==> config.mk <==
export PLATFORM = sky130hd
export DESIGN_NAME = muldiv_unit
export DESIGN_NICKNAME = d
export VERILOG_FILES = /design/src/rtl/muldiv_unit.sv
export SDC_FILE = /design/constraint.sdc
export NUM_CORES = 2
export LEC_CHECK = 0
export BUFFER_PORTS_ARGS = -buffer_cell sky130_fd_sc_hd__buf_4
export CAP_MARGIN = 10
export CORE_AREA = 3 3 319 321
export CTS_CLUSTER_SIZE = 28
export DETAILED_ROUTE_END_ITERATION = 8
export DIE_AREA = 0 0 322 324
export MAX_ROUTING_LAYER = met4
export PLACE_DENSITY = 0.76
export SETUP_SLACK_MARGIN = 0.3
export SLEW_MARGIN = 20
export SYNTH_ARGS = -nofsm -noshare
export SYNTH_HDL_FRONTEND = slang
export SYNTH_SLANG_ARGS = --single-unit
==> constraint.sdc <==
create_clock -name clk -period 9.14 [get_ports clk]
set_clock_uncertainty 0.05 [all_clocks]
set_input_delay 0.457 -clock clk [delete_from_list [all_inputs] [get_ports clk]]
set_output_delay 0.457 -clock clk [all_outputs]
set_load 0.005 [all_outputs]
==> src/rtl/muldiv_unit.sv <==
`default_nettype none
// ============================================================================
// Module      : muldiv_unit
// Description : RV32M multiply/divide unit. Multiplies take one working cycle;
//               divides use a restoring divider with RISC-V special cases.
// Revision    : 1.0 - initial release
// ============================================================================
module muldiv_unit #(
    parameter int WIDTH = 32
) (
    input  logic             clk,
    input  logic             reset,
    input  logic             start,
    input  logic [2:0]       select,
    input  logic [WIDTH-1:0] data1,
    input  logic [WIDTH-1:0] data2,
    input  logic             abort,
    output logic             busy,
    output logic             valid,
    output logic [WIDTH-1:0] result
);

    localparam int               c_cnt_w    = $clog2(WIDTH) + 1;
    localparam logic [c_cnt_w-1:0] c_cnt_init = c_cnt_w'(WIDTH);
    localparam logic [c_cnt_w-1:0] c_cnt_one  = c_cnt_w'(1);
    localparam logic [WIDTH-1:0] c_min      = {1'b1, {(WIDTH-1){1'b0}}};

    typedef enum logic [2:0] {
        S_IDLE = 3'd0,
        S_MUL  = 3'd1,
        S_DIV  = 3'd2,
        S_FIX  = 3'd3,
        S_DONE = 3'd4
    } state_t;

    state_t             r_state;
    state_t             w_next;

    logic [1:0]         r_sel;
    logic [WIDTH-1:0]   r_opa;      // multiplicand, or dividend shifting into quotient
    logic [WIDTH-1:0]   r_opb;      // multiplier, or divisor magnitude
    logic [WIDTH-1:0]   r_rem;
    logic [c_cnt_w-1:0] r_cnt;
    logic               r_neg_q;
    logic               r_neg_r;
    logic [WIDTH-1:0]   r_result;

    logic               w_accept;
    logic               w_signed_div;
    logic               w_div_zero;
    logic               w_ovf;
    logic               w_special;
    logic [WIDTH-1:0]   w_abs_a;
    logic [WIDTH-1:0]   w_abs_b;

    logic               w_a_sgn;
    logic               w_b_sgn;
    logic [2*WIDTH-1:0] w_a_ext;
    logic [2*WIDTH-1:0] w_b_ext;
    logic [2*WIDTH-1:0] w_prod;
    logic [WIDTH-1:0]   w_mul_res;

    logic [WIDTH:0]     w_rem_sh;
    logic [WIDTH:0]     w_trial;
    logic [WIDTH-1:0]   w_fix_q;
    logic [WIDTH-1:0]   w_fix_r;
    logic [WIDTH-1:0]   w_fix;

    // ------------------------------------------------------------------
    // Acceptance and divide special-case detection
    // ------------------------------------------------------------------
    assign w_accept     = start && !abort && (r_state == S_IDLE || r_state == S_DONE);
    assign w_signed_div = ~select[0];
    assign w_div_zero   = (data2 == '0);
    assign w_ovf        = w_signed_div && (data1 == c_min) && (data2 == '1);
    assign w_special    = w_div_zero || w_ovf;
    assign w_abs_a      = (w_signed_div && data1[WIDTH-1]) ? -data1 : data1;
    assign w_abs_b      = (w_signed_div && data2[WIDTH-1]) ? -data2 : data2;

    // ------------------------------------------------------------------
    // Multiplier: sign-extend to 2*WIDTH so one unsigned product serves all
    // ------------------------------------------------------------------
    assign w_a_sgn   = r_sel[0] ^ r_sel[1];
    assign w_b_sgn   = (r_sel == 2'b01);
    assign w_a_ext   = {{WIDTH{w_a_sgn & r_opa[WIDTH-1]}}, r_opa};
    assign w_b_ext   = {{WIDTH{w_b_sgn & r_opb[WIDTH-1]}}, r_opb};
    assign w_prod    = w_a_ext * w_b_ext;
    assign w_mul_res = (r_sel == 2'b00) ? w_prod[WIDTH-1:0] : w_prod[2*WIDTH-1:WIDTH];

    // ------------------------------------------------------------------
    // Restoring divide step and sign fix-up
    // ------------------------------------------------------------------
    assign w_rem_sh = {r_rem, r_opa[WIDTH-1]};
    assign w_trial  = w_rem_sh - {1'b0, r_opb};
    assign w_fix_q  = r_neg_q ? -r_opa : r_opa;
    assign w_fix_r  = r_neg_r ? -r_rem : r_rem;
    assign w_fix    = r_sel[1] ? w_fix_r : w_fix_q;

    // ------------------------------------------------------------------
    // State register
    // ------------------------------------------------------------------
    always_ff @(posedge clk or posedge reset) begin
        if (reset) begin
            r_state <= S_IDLE;
        end else begin
            r_state <= w_next;
        end
    end

    // ------------------------------------------------------------------
    // Next state and status outputs
    // ------------------------------------------------------------------
    always_comb begin
        w_next = r_state;
        busy   = 1'b0;
        valid  = 1'b0;
        case (r_state)
            S_IDLE, S_DONE: begin
                if (w_accept) begin
                    if (!select[2]) begin
                        w_next = S_MUL;
                    end else if (w_special) begin
                        w_next = S_FIX;
                    end else begin
                        w_next = S_DIV;
                    end
                end else begin
                    w_next = S_IDLE;
                end
                valid = (r_state == S_DONE);
            end
            S_MUL: begin
                busy   = 1'b1;
                w_next = S_DONE;
            end
            S_DIV: begin
                busy = 1'b1;
                if (r_cnt == c_cnt_one) begin
                    w_next = S_FIX;
                end
            end
            S_FIX: begin
                busy   = 1'b1;
                w_next = S_DONE;
            end
            default: begin
                w_next = S_IDLE;
            end
        endcase
        if (abort) begin
            w_next = S_IDLE;
        end
    end

    // ------------------------------------------------------------------
    // Datapath registers
    // ------------------------------------------------------------------
    always_ff @(posedge clk or posedge reset) begin
        if (reset) begin
            r_sel    <= '0;
            r_opa    <= '0;
            r_opb    <= '0;
            r_rem    <= '0;
            r_cnt    <= '0;
            r_neg_q  <= 1'b0;
            r_neg_r  <= 1'b0;
            r_result <= '0;
        end else begin
            if (w_accept) begin
                r_sel   <= select[1:0];
                r_opb   <= data2;
                r_neg_q <= 1'b0;
                r_neg_r <= 1'b0;
                r_cnt   <= '0;
                if (!select[2]) begin
                    r_opa <= data1;
                    r_rem <= '0;
                end else if (w_div_zero) begin
                    // Final quotient/remainder preloaded; FIX only selects.
                    r_opa <= '1;
                    r_rem <= data1;
                end else if (w_ovf) begin
                    r_opa <= data1;
                    r_rem <= '0;
                end else begin
                    r_opa   <= w_abs_a;
                    r_opb   <= w_abs_b;
                    r_rem   <= '0;
                    r_neg_q <= w_signed_div && (data1[WIDTH-1] ^ data2[WIDTH-1]);
                    r_neg_r <= w_signed_div && data1[WIDTH-1];
                    r_cnt   <= c_cnt_init;
                end
            end else if (r_state == S_DIV && !abort) begin
                r_opa <= {r_opa[WIDTH-2:0], ~w_trial[WIDTH]};
                r_rem <= w_trial[WIDTH] ? w_rem_sh[WIDTH-1:0] : w_trial[WIDTH-1:0];
                r_cnt <= r_cnt - c_cnt_one;
            end

            if (!abort && r_state == S_MUL) begin
                r_result <= w_mul_res;
            end
            if (!abort && r_state == S_FIX) begin
                r_result <= w_fix;
            end
        end
    end

    assign result = r_result;

endmodule
`default_nettype wire

==> results.py <==
metrics = {
    "synth": {
        "synth-seq-cells": 141,
        "synth_top_area_cell": "fa_1",
        "avgSynthCellArea_um2": 8.61,
        "yosysTopAreaCellShare_pct": 45.7,
        "synth-edff-count": 0,
        "ys_seq_area_share_pct": 7.15,
        "ys_top_cells_by_area": "fa_1 (46%), inv_1 (9.5%), nand2_1 (7.8%)",
        "async_flop_share_pct": 100,
        "synthTopCellsByCount": "inv_1 (1247), fa_1 (1126), nand2_1 (1021)",
        "synthesis.area_um2": 49300,
        "ys_types": 77,
        "yosysMostFrequentCell": "inv_1",
        "syn_nets": 7180,
        "postSynthCellCount": 5729,
        "synth-warning-count": 0,
        "synth_ff_type": "dfrtp_1",
    },
    "worst_setup_path": {
        "arrival_ns": 8.92,
        "cp-end-kind": "register",
        "r2r-end": "result[26]$_DFFE_PP0P_",
        "worst-path-max-fanout": 6,
        "reg2reg_depth": 29,
        "startpoint_type": "register",
        "worst_path_largest_cell_delay_ns": 0.66,
        "reg2reg_slack_ns": 0.49,
        "critPathKind": "reg2reg",
        "timing.critical_path.mode_cell": "fa_1",
        "required_ns": 9.41,
        "cp_slowest_cell": "fa_2",
        "r2r_start": "r_sel[0]$_DFFE_PP0P_",
    },
    "timing": {
        "final-hold-violation-count": 0,
        "tns_ns": 0,
        "slew_headroom_pct": 28.4,
        "min_period_ns": 8.65,
        "fmax_ghz": 0.116,
        "rsz0062_at_grt": "true",
        "worst_slew_pin_slew_ns": 1.07,
        "setup-violations-final": 0,
        "slew_violations": 0,
        "hold_ws_ns": 0.102,
        "fin_crit_sh_pct": 94.6,
    },
    "die": {
        "coreArea_um2": 99600,
        "rows": 116,
        "die_h_um": 324,
        "start_util_pct": 49.5,
        "die_w_um": 322,
        "pin_count": 105,
        "die-area_um2": 104000,
    },
    "clock_tree": {
        "cts_buffers": 17,
        "clockRootBuffer": "clkbuf_16",
        "cts_htree_levels": 4,
        "clkTransAtPathRegs_ns": 0.08,
        "clock-sinks": 141,
        "cts_max_path_buffers": 2,
        "cts_tree": "yes",
        "hold_buffers": 0,
        "insertion_delay_ns": 0.45,
    },
    "drt": {
        "antenna_left": 0,
        "drt-pass1-iter-count": 6,
        "wl_um": 158000,
        "num_vias": 40500,
        "vias_per_cell": 5.77,
        "first_iter_violations": 3595,
        "post-route-drc-count": 0,
        "detail_route.wl_per_cell_um": 22.5,
    },
    "placement": {
        "gp_congestion": 1.00,
        "place_area_um2": 52100,
        "portBuffers": 104,
        "hpwl_um": 130000,
    },
    "job": {
        "maxCapViolCount": 0,
    },
    "status": {
        "status": "complete, no violations",
    },
    "finish": {
        "drive_above_1_share_pct": 7.61,
        "postLayoutCellArea_um2": 53000,
        "final_nets": 7154,
        "nFillCells": 9055,
        "syn_to_final_growth_pct": 7.40,
    },
    "global_route": {
        "grt_pass1_wl_um": 246000,
        "grt_pass1_vias": 43100,
        "antenna_found_initial": 9,
        "grt_use_met3_pct": 6.46,
        "grt.busiest_layer": "met2",
        "grt_max_degree": 76,
        "grtUsageMet2_pct": 50.7,
        "grtUsageMet1_pct": 39.0,
        "grt_overflow": 0,
        "grt_use_total_pct": 32.0,
    },
    "min_path": {
        "min_path_type": "in2async",
    },
}
[layout make-up]
| cell class | instances | area (um2) | area share, % |
|---|---|---|---|
| well taps | 1298 | 1620 | 3.07 |
| inverters | 1249 | 4700 | 8.88 |
| diodes | 10 | 25.0 | 0.0472 |
| clock buffers | 18 | 439 | 0.829 |
| multi-input cells | 3992 | 39900 | 75.3 |
| clock inverters | 14 | 181 | 0.342 |
| flip-flops and latches | 141 | 3560 | 6.73 |
| repair buffers | 302 | 2530 | 4.78 |
[metal layers]
| layer | vias to the layer above | wire, um |
|---|---|---|
| li1 | 17200 | - |
| met1 | 20800 | 58900 |
| met2 | 2003 | 74200 |
| met3 | 495 | 14900 |
| met4 | 0 | 9780 |
| met5 | - | 0 |
[critical path: cells and delay by family, from the launching register on]
family / cells / cell delay, ns
buffers and inverters: 9 / 1.03
AND/OR/NAND/NOR: 6 / 1.38
flip-flops: 1 / 0.37
adder cells (fa/ha/maj): 10 / 4.89
AO/OA/AOI/OAI: 4 / 0.82
[worst max-delay path by stage]
stage | endpoint | slack [ns] | cells after the start | startpoint
floorplan | result[26]$_DFFE_PP0P_ | 0.37 | 29 | r_sel[1]$_DFFE_PP0P_
global placement | result[28]$_DFFE_PP0P_ | 0.18 | 28 | r_sel[0]$_DFFE_PP0P_
detailed placement | result[28]$_DFFE_PP0P_ | 0.05 | 27 | r_sel[0]$_DFFE_PP0P_
CTS | result[26]$_DFFE_PP0P_ | 0.35 | 30 | r_sel[0]$_DFFE_PP0P_
global route | result[26]$_DFFE_PP0P_ | 0.23 | 29 | r_sel[0]$_DFFE_PP0P_
finish | result[26]$_DFFE_PP0P_ | 0.49 | 29 | r_sel[0]$_DFFE_PP0P_
[timing repair]
action | in CTS | in global routing
buffers inserted | 3 | 10
endpoints found under the setup margin | 6 | 17
resized for setup | 7 | 45
endpoints found under the hold margin | 0 | 0
cloned | 0 | 0
pin swaps | 1 | 7
[cell families after synthesis]
group	after synthesis	synth area share, %
AO/OA/AOI/OAI	636	8.33
buffers and inverters	1596	12.2
multiplexers	30	0.629
flip-flops	141	7.15
XOR/XNOR	213	3.78
adder cells (fa/ha/maj)	1380	52.1
AND/OR/NAND/NOR	1733	15.8
[cells in the final DEF (no fill, tap or decap), types with 13 or more instances in the layout]
| cell | netlist | final |
|---|---|---|
| nand3_1 | 51 | 50 |
| nand2b_1 | 19 | 19 |
| xor2_1 | 115 | 115 |
| a21oi_1 | 153 | 149 |
| inv_1 | 1247 | 1241 |
| o21bai_1 | 17 | 17 |
| nor2b_1 | 14 | 14 |
| ha_1 | 254 | 253 |
| buf_12 | 0 | 21 |
| nand2_1 | 1021 | 1018 |
| o21ai_0 | 155 | 155 |
| a31oi_1 | 22 | 22 |
| and2_1 | 233 | 234 |
| dfrtp_2 | 0 | 28 |
| mux2i_1 | 22 | 22 |
| nor3_1 | 48 | 47 |
| and3_1 | 36 | 36 |
| a211oi_1 | 16 | 15 |
| xnor2_1 | 98 | 98 |
| or3_1 | 24 | 24 |
| clkbuf_16 | 0 | 17 |
| buf_4 | 1 | 280 |
| dfrtp_1 | 141 | 113 |
| nor4_1 | 13 | 13 |
| fa_1 | 1126 | 1121 |
| a21o_1 | 40 | 40 |
| nor2_1 | 190 | 187 |
| or4_1 | 21 | 21 |
| a32oi_1 | 31 | 30 |
| or2_2 | 18 | 17 |
| o211ai_1 | 28 | 28 |
| nand4_1 | 20 | 20 |
| o31ai_1 | 37 | 37 |
| o21a_1 | 15 | 14 |
| o41ai_1 | 22 | 21 |
[metrics by stage]
stage / util, % / setup slack [ns] / std cells
floorplan: - / 0.367 / 5729
global route: 53.2 / 0.235 / 7024
finish: 53.2 / 0.491 / 7024
global placement: 52.3 / 0.177 / 6969
CTS: 53.0 / 0.353 / 7004
detailed placement: 52.3 / 0.0503 / 6969
[registers in the layout, summed over array words and instances, names as in the netlist]
signal   cells
r_state      3
r_cnt        6
r_neg_q      1
r_opa       32
r_sel        2
result      32
r_rem       32
r_neg_r      1
r_opb       32
Power is left out: the tool's default activity adds up to more than one toggle a clock period on the data nets, which glitch-free logic cannot reach.
